**src/rtl/match_ctl.sv**
```systemverilog
// rtl/match_ctl.sv - two-player match sequencer: countdown, goal detection, scoring, winner
module match_ctl #(
    parameter int WIN_SCORE    = 5,
    parameter int COUNT_STEPS  = 3,
    parameter int COUNT_FRAMES = 60,
    parameter int POINT_FRAMES = 90,
    parameter int Y_TOP        = 0,
    parameter int Y_BOTTOM     = 767
) (
    input  logic        clk_i,
    input  logic        rst_ni,
    input  logic        v_tick_i,
    input  logic        start_i,
    input  logic        abort_i,
    input  logic [11:0] ypos_ball_i,
    output logic [2:0]  phase_o,
    output logic        freeze_o,
    output logic        serve_req_o,
    output logic        serve_to_o,
    output logic [1:0]  countdown_o,
    output logic [3:0]  score1_o,
    output logic [3:0]  score2_o,
    output logic [1:0]  winner_o
);

    typedef enum logic [2:0] {
        PH_IDLE  = 3'd0,
        PH_COUNT = 3'd1,
        PH_PLAY  = 3'd2,
        PH_POINT = 3'd3,
        PH_OVER  = 3'd4
    } phase_e;

    localparam logic [1:0]  STEPS   = 2'(COUNT_STEPS);
    localparam logic [3:0]  WIN     = 4'(WIN_SCORE);
    localparam logic [11:0] Y_T     = 12'(Y_TOP);
    localparam logic [11:0] Y_B     = 12'(Y_BOTTOM);
    localparam logic [15:0] CF_LAST = 16'(COUNT_FRAMES - 1);
    localparam logic [15:0] PF_LAST = 16'(POINT_FRAMES - 1);

    phase_e      phase_q, phase_d;
    logic        freeze_q, freeze_d;
    logic        serve_req_q, serve_req_d;
    logic        serve_to_q, serve_to_d;
    logic [1:0]  countdown_q, countdown_d;
    logic [3:0]  score1_q, score1_d;
    logic [3:0]  score2_q, score2_d;
    logic [1:0]  winner_q, winner_d;
    logic [15:0] frame_cnt_q, frame_cnt_d;
    logic        v_tick_q, start_q;

    logic        frame_tick, start_edge;
    logic [3:0]  score1_inc, score2_inc;

    assign frame_tick = v_tick_i & ~v_tick_q;
    assign start_edge = start_i & ~start_q;
    assign score1_inc = score1_q + 4'd1;
    assign score2_inc = score2_q + 4'd1;

    // State and output registers; reset drops the game back to a frozen idle board at once
    always_ff @(posedge clk_i or negedge rst_ni) begin
        if (!rst_ni) begin
            phase_q     <= PH_IDLE;
            freeze_q    <= 1'b1;
            serve_req_q <= 1'b0;
            serve_to_q  <= 1'b0;
            countdown_q <= 2'd0;
            score1_q    <= 4'd0;
            score2_q    <= 4'd0;
            winner_q    <= 2'd0;
            frame_cnt_q <= 16'd0;
            v_tick_q    <= 1'b0;
            start_q     <= 1'b0;
        end else begin
            phase_q     <= phase_d;
            freeze_q    <= freeze_d;
            serve_req_q <= serve_req_d;
            serve_to_q  <= serve_to_d;
            countdown_q <= countdown_d;
            score1_q    <= score1_d;
            score2_q    <= score2_d;
            winner_q    <= winner_d;
            frame_cnt_q <= frame_cnt_d;
            v_tick_q    <= v_tick_i;
            start_q     <= start_i;
        end
    end

    // Next phase and next outputs; abort is applied last so it beats start and tick
    always_comb begin
        phase_d     = phase_q;
        serve_req_d = 1'b0;
        serve_to_d  = serve_to_q;
        countdown_d = countdown_q;
        score1_d    = score1_q;
        score2_d    = score2_q;
        winner_d    = winner_q;
        frame_cnt_d = frame_cnt_q;

        case (phase_q)
            PH_IDLE, PH_OVER: begin
                // A coincident frame tick is deliberately not counted here
                if (start_edge) begin
                    score1_d    = 4'd0;
                    score2_d    = 4'd0;
                    winner_d    = 2'd0;
                    countdown_d = STEPS;
                    frame_cnt_d = 16'd0;
                    phase_d     = PH_COUNT;
                end
            end
            PH_COUNT: begin
                if (frame_tick) begin
                    if (frame_cnt_q == CF_LAST) begin
                        frame_cnt_d = 16'd0;
                        if (countdown_q == 2'd1) begin
                            countdown_d = 2'd0;
                            serve_req_d = 1'b1;
                            phase_d     = PH_PLAY;
                        end else begin
                            countdown_d = countdown_q - 2'd1;
                        end
                    end else begin
                        frame_cnt_d = frame_cnt_q + 16'd1;
                    end
                end
            end
            PH_PLAY: begin
                if (frame_tick) begin
                    if (ypos_ball_i <= Y_T) begin
                        serve_to_d = 1'b0;
                        if (score1_q < WIN) score1_d = score1_inc;
                        if (score1_inc >= WIN) begin
                            winner_d = 2'd1;
                            phase_d  = PH_OVER;
                        end else begin
                            frame_cnt_d = 16'd0;
                            phase_d     = PH_POINT;
                        end
                    end else if (ypos_ball_i >= Y_B) begin
                        serve_to_d = 1'b1;
                        if (score2_q < WIN) score2_d = score2_inc;
                        if (score2_inc >= WIN) begin
                            winner_d = 2'd2;
                            phase_d  = PH_OVER;
                        end else begin
                            frame_cnt_d = 16'd0;
                            phase_d     = PH_POINT;
                        end
                    end
                end
            end
            PH_POINT: begin
                if (frame_tick) begin
                    if (frame_cnt_q == PF_LAST) begin
                        frame_cnt_d = 16'd0;
                        countdown_d = STEPS;
                        phase_d     = PH_COUNT;
                    end else begin
                        frame_cnt_d = frame_cnt_q + 16'd1;
                    end
                end
            end
            default: begin
                phase_d = PH_IDLE;
            end
        endcase

        if (abort_i) begin
            phase_d     = PH_IDLE;
            serve_req_d = 1'b0;
            countdown_d = 2'd0;
            score1_d    = 4'd0;
            score2_d    = 4'd0;
            winner_d    = 2'd0;
            frame_cnt_d = 16'd0;
        end
    end

    assign freeze_d = (phase_d != PH_PLAY);

    assign phase_o     = phase_q;
    assign freeze_o    = freeze_q;
    assign serve_req_o = serve_req_q;
    assign serve_to_o  = serve_to_q;
    assign countdown_o = countdown_q;
    assign score1_o    = score1_q;
    assign score2_o    = score2_q;
    assign winner_o    = winner_q;

endmodule

```
**config.mk**
```make
export PLATFORM = sky130hd
export DESIGN_NAME = match_ctl
export DESIGN_NICKNAME = d
export VERILOG_FILES = /design/src/rtl/match_ctl.sv
export SDC_FILE = /design/constraint.sdc
export NUM_CORES = 1
export LEC_CHECK = 0
export BUFFER_PORTS_ARGS = -buffer_cell sky130_fd_sc_hd__buf_2
export CAP_MARGIN = 15
export CORE_MARGIN = 2
export CORE_UTILIZATION = 57
export CTS_BUF_LIST = sky130_fd_sc_hd__clkbuf_16
export DETAILED_ROUTE_END_ITERATION = 16
export PLACE_DENSITY = 0.79
export SYNTH_ARGS = -nofsm -noshare
export SYNTH_HDL_FRONTEND = slang
export SYNTH_SLANG_ARGS = --single-unit
```
**constraint.sdc**
```tcl
create_clock -name clk_i -period 2.6 [get_ports clk_i]
set_input_delay 0.39 -clock clk_i [delete_from_list [all_inputs] [get_ports clk_i]]
set_output_delay 0.39 -clock clk_i [all_outputs]
set_load 0.02 [all_outputs]
```
== Word-level counts from Yosys, hierarchy flattened ==
Index checks and enable logic that the tools add are counted.

* Flip-flop bits (word level): 36
* Latch bits: 0
* RAM bits: 0
* ROM bits: 0
* Input port bits: 17
* Output and inout bits: 18
* Logic and storage cells: 121
* Memories kept: 0

* $add $sub $neg: 4
* Multiply operators: 0
* Divide/modulo/power cells: 0
* $lt $le $gt $ge: 6
* Eq/ne operators: 24
* Shift operators: 0
* Muxes and demuxes: 60
* Bitwise gates (word level): 4
* Reduce and logical (&&, ||, !) cells: 12

{| class="wikitable"
|+ Operators by type and width
! cell !! number
|-
| 2-to-1 mux 16 bit || 11
|-
| case mux 16 bit (4 select lines) || 1
|-
| 2-to-1 mux 4 bit || 10
|-
| 2-to-1 mux 3 bit || 12
|-
| inequality test 3 bit (second input constant) || 11
|-
| 2-to-1 mux 2 bit || 14
|-
| inequality test 4 bit (second input constant) || 5
|-
| AND reduction 6 bit || 3
|-
| adder 16 x 1 -> 16 bit (second input constant) || 1
|-
| equality test 16 x 6 -> 1 bit (second input constant) || 1
|-
| equality test 16 x 7 -> 1 bit (second input constant) || 1
|-
| case mux 4 bit (2 select lines) || 2
|-
| greater-or-equal comparator 12 x 10 -> 1 bit (second input constant) || 1
|-
| less-or-equal comparator 12 x 1 -> 1 bit (second input constant) || 1
|-
| case mux 3 bit (4 select lines) || 1
|-
| adder 4 x 1 -> 4 bit (second input constant) || 2
|-
| greater-or-equal comparator 4 x 3 -> 1 bit (second input constant) || 2
|-
| less-than comparator 4 x 3 -> 1 bit (second input constant) || 2
|-
| AND reduction 8 bit || 1
|-
| 2-to-1 mux 1 bit || 7
|-
| equality test 3 x 2 -> 1 bit (second input constant) || 2
|-
| case mux 2 bit (3 select lines) || 1
|-
| AND reduction 5 bit || 1
|-
| nonzero test 5 bit || 1
|-
| other kinds (14) || 16
|}

== Logic depth before layout (Yosys ltp) ==
* Depth after elaboration: 9
* Gate-level depth with buffers: 9
* Gate-level depth less buffers: 8

== Least setup slack after synthesis ==
No wires, ideal clock.

* Path type: register -> register
* Start: register score2_q[0], in the netlist score2_o[0]
* End: register frame_cnt_q[3]
* Library setup time: 0.118 ns
* Arrival: 2.102 ns
* Required time: 2.482 ns
* Slack: 0.380 ns
* Stages on the path, launching flop included: 9
* Buffers on the path: 0
* Period minus slack after synthesis: 2.220 ns
* Cell sequence: dfrtp_1 inv_1 ha_1 nor2b_1 o32ai_1 a221oi_2 a211oi_4 or2_2 a21o_1

* Longest elaborated chain between the ends: 4

{| class="wikitable"
|+ RTL lines
! element !! RTL line !! text
|-
| start: declaration || 47 || <nowiki>logic [3:0] score2_q, score2_d;</nowiki>
|-
| start signal: assignment || 81 || <nowiki>score2_q <= score2_d;</nowiki>
|-
| adder 4 x 1 -> 4 bit || 58 || <nowiki>assign score2_inc = score2_q + 4'd1;</nowiki>
|-
| greater-or-equal comparator 4 x 3 -> 1 bit || 143 || <nowiki>if (score2_inc >= WIN) begin</nowiki>
|-
| inequality test 4 bit (no line) || - ||
|-
| AND reduction 8 bit (no line) || - ||
|-
| end signal: assignment || 83 || <nowiki>frame_cnt_q <= frame_cnt_d;</nowiki>
|-
| end: declaration || 49 || <nowiki>logic [15:0] frame_cnt_q, frame_cnt_d;</nowiki>
|}

No other way between the ends.
A chain may end at the register's enable or synchronous reset.

== Worst setup path in the final report ==
* Start: register score2_q[0], in the netlist score2_o[0]
* End: register frame_cnt_q[1]

Same word-level chain as after synthesis.

==> impl_metrics.toml <==
[status]
status = "finished clean"

[grt]
antenna_found_initial = 0
overflow = 0
grt_pass1_wl_um = 8750
grt_use_total = 0.256
grt_pass1_vias = 1860
grt_max_degree = 37

[synthesis]
synth_nets = 281
synth_cell_types = 54
ys_ff_latch = 36
synth-seq-area-share = 0.390
synthCells = 253
yosys_warnings = 0
synth.avg_cell_area_um2 = 9.15
netlist_area_um2 = 2310

[sta]
skew_ns = 0.00572
worst_slack_ns = 0.297
relSlewSlack = 0.463
rsz0062_at_grt = "no"
hold_viol_final = 0
worst_hold_slack_ns = 0.204
max_clock_freq_ghz = 0.434
worst_slew_pin_slew_ns = 0.805
setup_viol = 0
post-route-min-period_ns = 2.30
slew_viol_final = 0
finalCritPeriodShare = 0.886
fin_tns_setup_ns = 0

[placement]
place_ws_ns = 0.153
placed_cell_area_um2 = 2500
gp_congestion = 0.881
port_buffers = 34
dpl.hpwl_um = 3760

[detailed_routing]
drc = 0
ant_nets = 0
drt-total-wl_um = 5300
vias_per_cell = 6.13
vias = 2077
wl_per_cell_um = 15.6
drt_iter0_markers = 204
dr.pass1.iters = 4

[pwr]
swShare = 0.242
p_leak_nw = 1.25
p_per_area_nw_per_um2 = 478
seqPwrFrac = 0.459
power.switching_uw = 308
pwr-share-comb = 0.105
power_frac_clock = 0.437
ir_worst_vdd_uv = 272
p_int_uw = 961

[clock_network]
numCtsBuffers = 5
clkTransAtPathRegs_ns = 0.05
clock_sinks = 36
cts_hold_buffers = 0
clk_path_buf_depth = 2
cts_tree = "done"
ctsRootBufferMaster = "clkbuf_16"
clock_latency_ns = 0.28
htree_levels = 2

[worst_setup_path]
critical_path_arrival_ns = 2.48
cp_top_family = "compound AO/OA/AOI/OAI gates"
path_class = "reg -> reg"
crit_slowest_cell = "dfrtp_1"
worstSetupEndpointType = "register"
crit_path_cell_trace = "inv_1 -> ha_1 -> nor2b_1 -> o32ai_1 -> a221oi_2 -> buf_4 -> a211oi_4 -> or2_2 -> o31ai_1"
critPathMaxFanout = 15
crit_buf_inv = 2
start_kind = "register"
cp.required_ns = 2.78
max_stage_delay_ns = 0.44

[finish]
area_growth_pct = 14.7
final_cell_area_um2 = 2660
drive_above_1_share = 0.211
antenna-diode-count = 0
nets = 317

[floorplanning]
num_rows = 23
initial_core_util = 0.587
die_h_um = 67.7
coreArea_um2 = 3940
die_w_um = 67.7
die_area_um2 = 4590
ios = 35

[job]
cap_violations = 0

[hold_path]
hold_path_class = "in -> async"
==> worst paths after layout <==
check / slack (ns) / start / depth (start not counted) / endpoint
max reg2reg: 0.30 / score2_o[0]$_DFFE_PN0P_ / 9 / frame_cnt_q[1]$_DFFE_PN0P_
min reg2reg: 0.49 / serve_to_o$_DFFE_PN0P_ / 1 / serve_to_o$_DFFE_PN0P_
min in group clk_i: 0.23 / v_tick_i / 1 / v_tick_q$_DFF_PN0_
max: 0.30 / score2_o[0]$_DFFE_PN0P_ / 9 / frame_cnt_q[1]$_DFFE_PN0P_
max in group asynchronous: 1.88 / rst_ni / 1 / frame_cnt_q[0]$_DFFE_PN0P_
min: 0.20 / rst_ni / 1 / frame_cnt_q[8]$_DFFE_PN0P_
==> synth_stat cells (all sizes together) <==
cell type | count | area, um2
nand3 | 15 | 75.1
o32ai | 2 | 17.5
a21o | 4 | 30.0
nand2b | 13 | 91.3
nand4b | 1 | 8.76
a211oi | 2 | 27.5
a32o | 1 | 10.0
nor4 | 5 | 37.5
dfstp | 1 | 26.3
o22ai | 3 | 18.8
a22oi | 2 | 15.0
o22a | 1 | 8.76
inv | 9 | 33.8
or2 | 5 | 31.3
a31o | 2 | 17.5
nor3 | 7 | 35.0
a21oi | 5 | 28.8
nor2b | 3 | 21.3
nand4 | 7 | 50.1
clkbuf | 2 | 8.75
o41ai | 2 | 17.5
nand2 | 14 | 52.6
or3 | 3 | 18.8
nor2 | 25 | 93.8
o31ai | 24 | 180
a31oi | 4 | 31.3
nor4b | 2 | 32.5
buf | 6 | 47.5
xor2 | 1 | 8.76
mux2i | 1 | 10.0
a221oi | 1 | 15.0
and4b | 1 | 10.0
o21ai | 19 | 98.9
o21a | 1 | 7.51
and2 | 8 | 50.1
and3 | 4 | 25.0
o31a | 1 | 8.76
ha | 11 | 138
dfrtp | 35 | 876
==> power by group through the flow <==
stage | logic, mW | registers, mW | clock network [mW]
after global placement | 0.127 | 0.591 | 0
after detailed placement | 0.130 | 0.592 | 0
after floorplan | 0.0759 | 0.597 | 0
after CTS | 0.130 | 0.582 | 0.566
after global routing | 0.148 | 0.584 | 0.593
final | 0.133 | 0.582 | 0.554
==> area by class of cell <==
| class | count | area [um2] |
|---|---|---|
| multi-input combinational | 200 | 1330 |
| timing repair buffer | 37 | 193 |
| sequential | 36 | 902 |
| clock inverter | 2 | 8.76 |
| fill | 334 | 1290 |
| inverter | 9 | 33.8 |
| clock buffer | 5 | 125 |
| tap | 50 | 62.6 |
==> routing by layer <==
layer | vias up | GRT usage | routed length, um
li1 | 1016 | - | -
met1 | 1001 | 0.347 | 2450
met2 | 54 | 0.391 | 2530
met3 | 6 | 0.0750 | 263
met4 | 0 | 0.0791 | 58
met5 | - | 0 | 0
==> stage by stage <==
| step | utilization | cells | power (mW) |
|---|---|---|---|
| after global placement | 0.634 | 330 | 0.718 |
| after CTS | 0.668 | 337 | 1.28 |
| final | 0.673 | 339 | 1.27 |
| after detailed placement | 0.634 | 330 | 0.721 |
| after global routing | 0.673 | 339 | 1.32 |
| after floorplan | - | 253 | 0.673 |
==> worst register-to-register path, stage by stage (launching register included) <==
cell and delay, ns:
dfrtp_1 0.44, inv_1 0.11, ha_1 0.22, nor2b_1 0.16, o32ai_1 0.11, a221oi_2 0.26
buf_4 0.18, a211oi_4 0.14, or2_2 0.36, o31ai_1 0.21
==> what timing repair did <==
action | CTS | global route
setup buffers | 0 | 2
setup endpoints to repair | 0 | 3
resized for setup | 0 | 1
==> flip-flops by register name, summed over array words and instances, names as in the netlist <==
name,cells
v_tick_q,1
phase_o,3
countdown_o,2
serve_to_o,1
freeze_o,1
frame_cnt_q,16
winner_o,2
start_q,1
score1_o,4
score2_o,4
serve_req_o,1
==> placed cells by master, fill, tap and decap left out, types with 2 or more instances in the layout <==
| cell type | count |
|---|---|
| nor2b_1 | 2 |
| o32ai_1 | 2 |
| nand2_1 | 14 |
| nand3_1 | 15 |
| nor2_1 | 25 |
| ha_1 | 11 |
| buf_2 | 34 |
| dfrtp_1 | 35 |
| o41ai_1 | 2 |
| o22ai_1 | 3 |
| inv_1 | 10 |
| a22oi_1 | 2 |
| nand2b_1 | 11 |
| o21ai_1 | 4 |
| o21ai_0 | 14 |
| a21o_1 | 4 |
| and2_1 | 8 |
| a21oi_1 | 4 |
| clkbuf_16 | 5 |
| and3_1 | 4 |
| buf_4 | 3 |
| o31ai_1 | 24 |
| a31o_2 | 2 |
| or3_1 | 3 |
| nor3_1 | 7 |
| or2_2 | 4 |
| nor4_1 | 4 |
| a31oi_1 | 3 |
| nand4_1 | 6 |
==> logic make-up (layout without fill, tap and decap cells) <==
family                     count (synthesis)  in the layout  synth area share
xor gates and xnor gates                   1              1           0.00378
DFF                                       36             36             0.390
buffers and inverters                     17             53            0.0389
AOI/OAI and AO/OA                         74             74             0.230
muxes                                      1              1           0.00432
and+or+nand+nor                          113            113             0.274
adders and majority gates                 11             11            0.0595
Note: power is estimated with default switching activity, not from simulation.
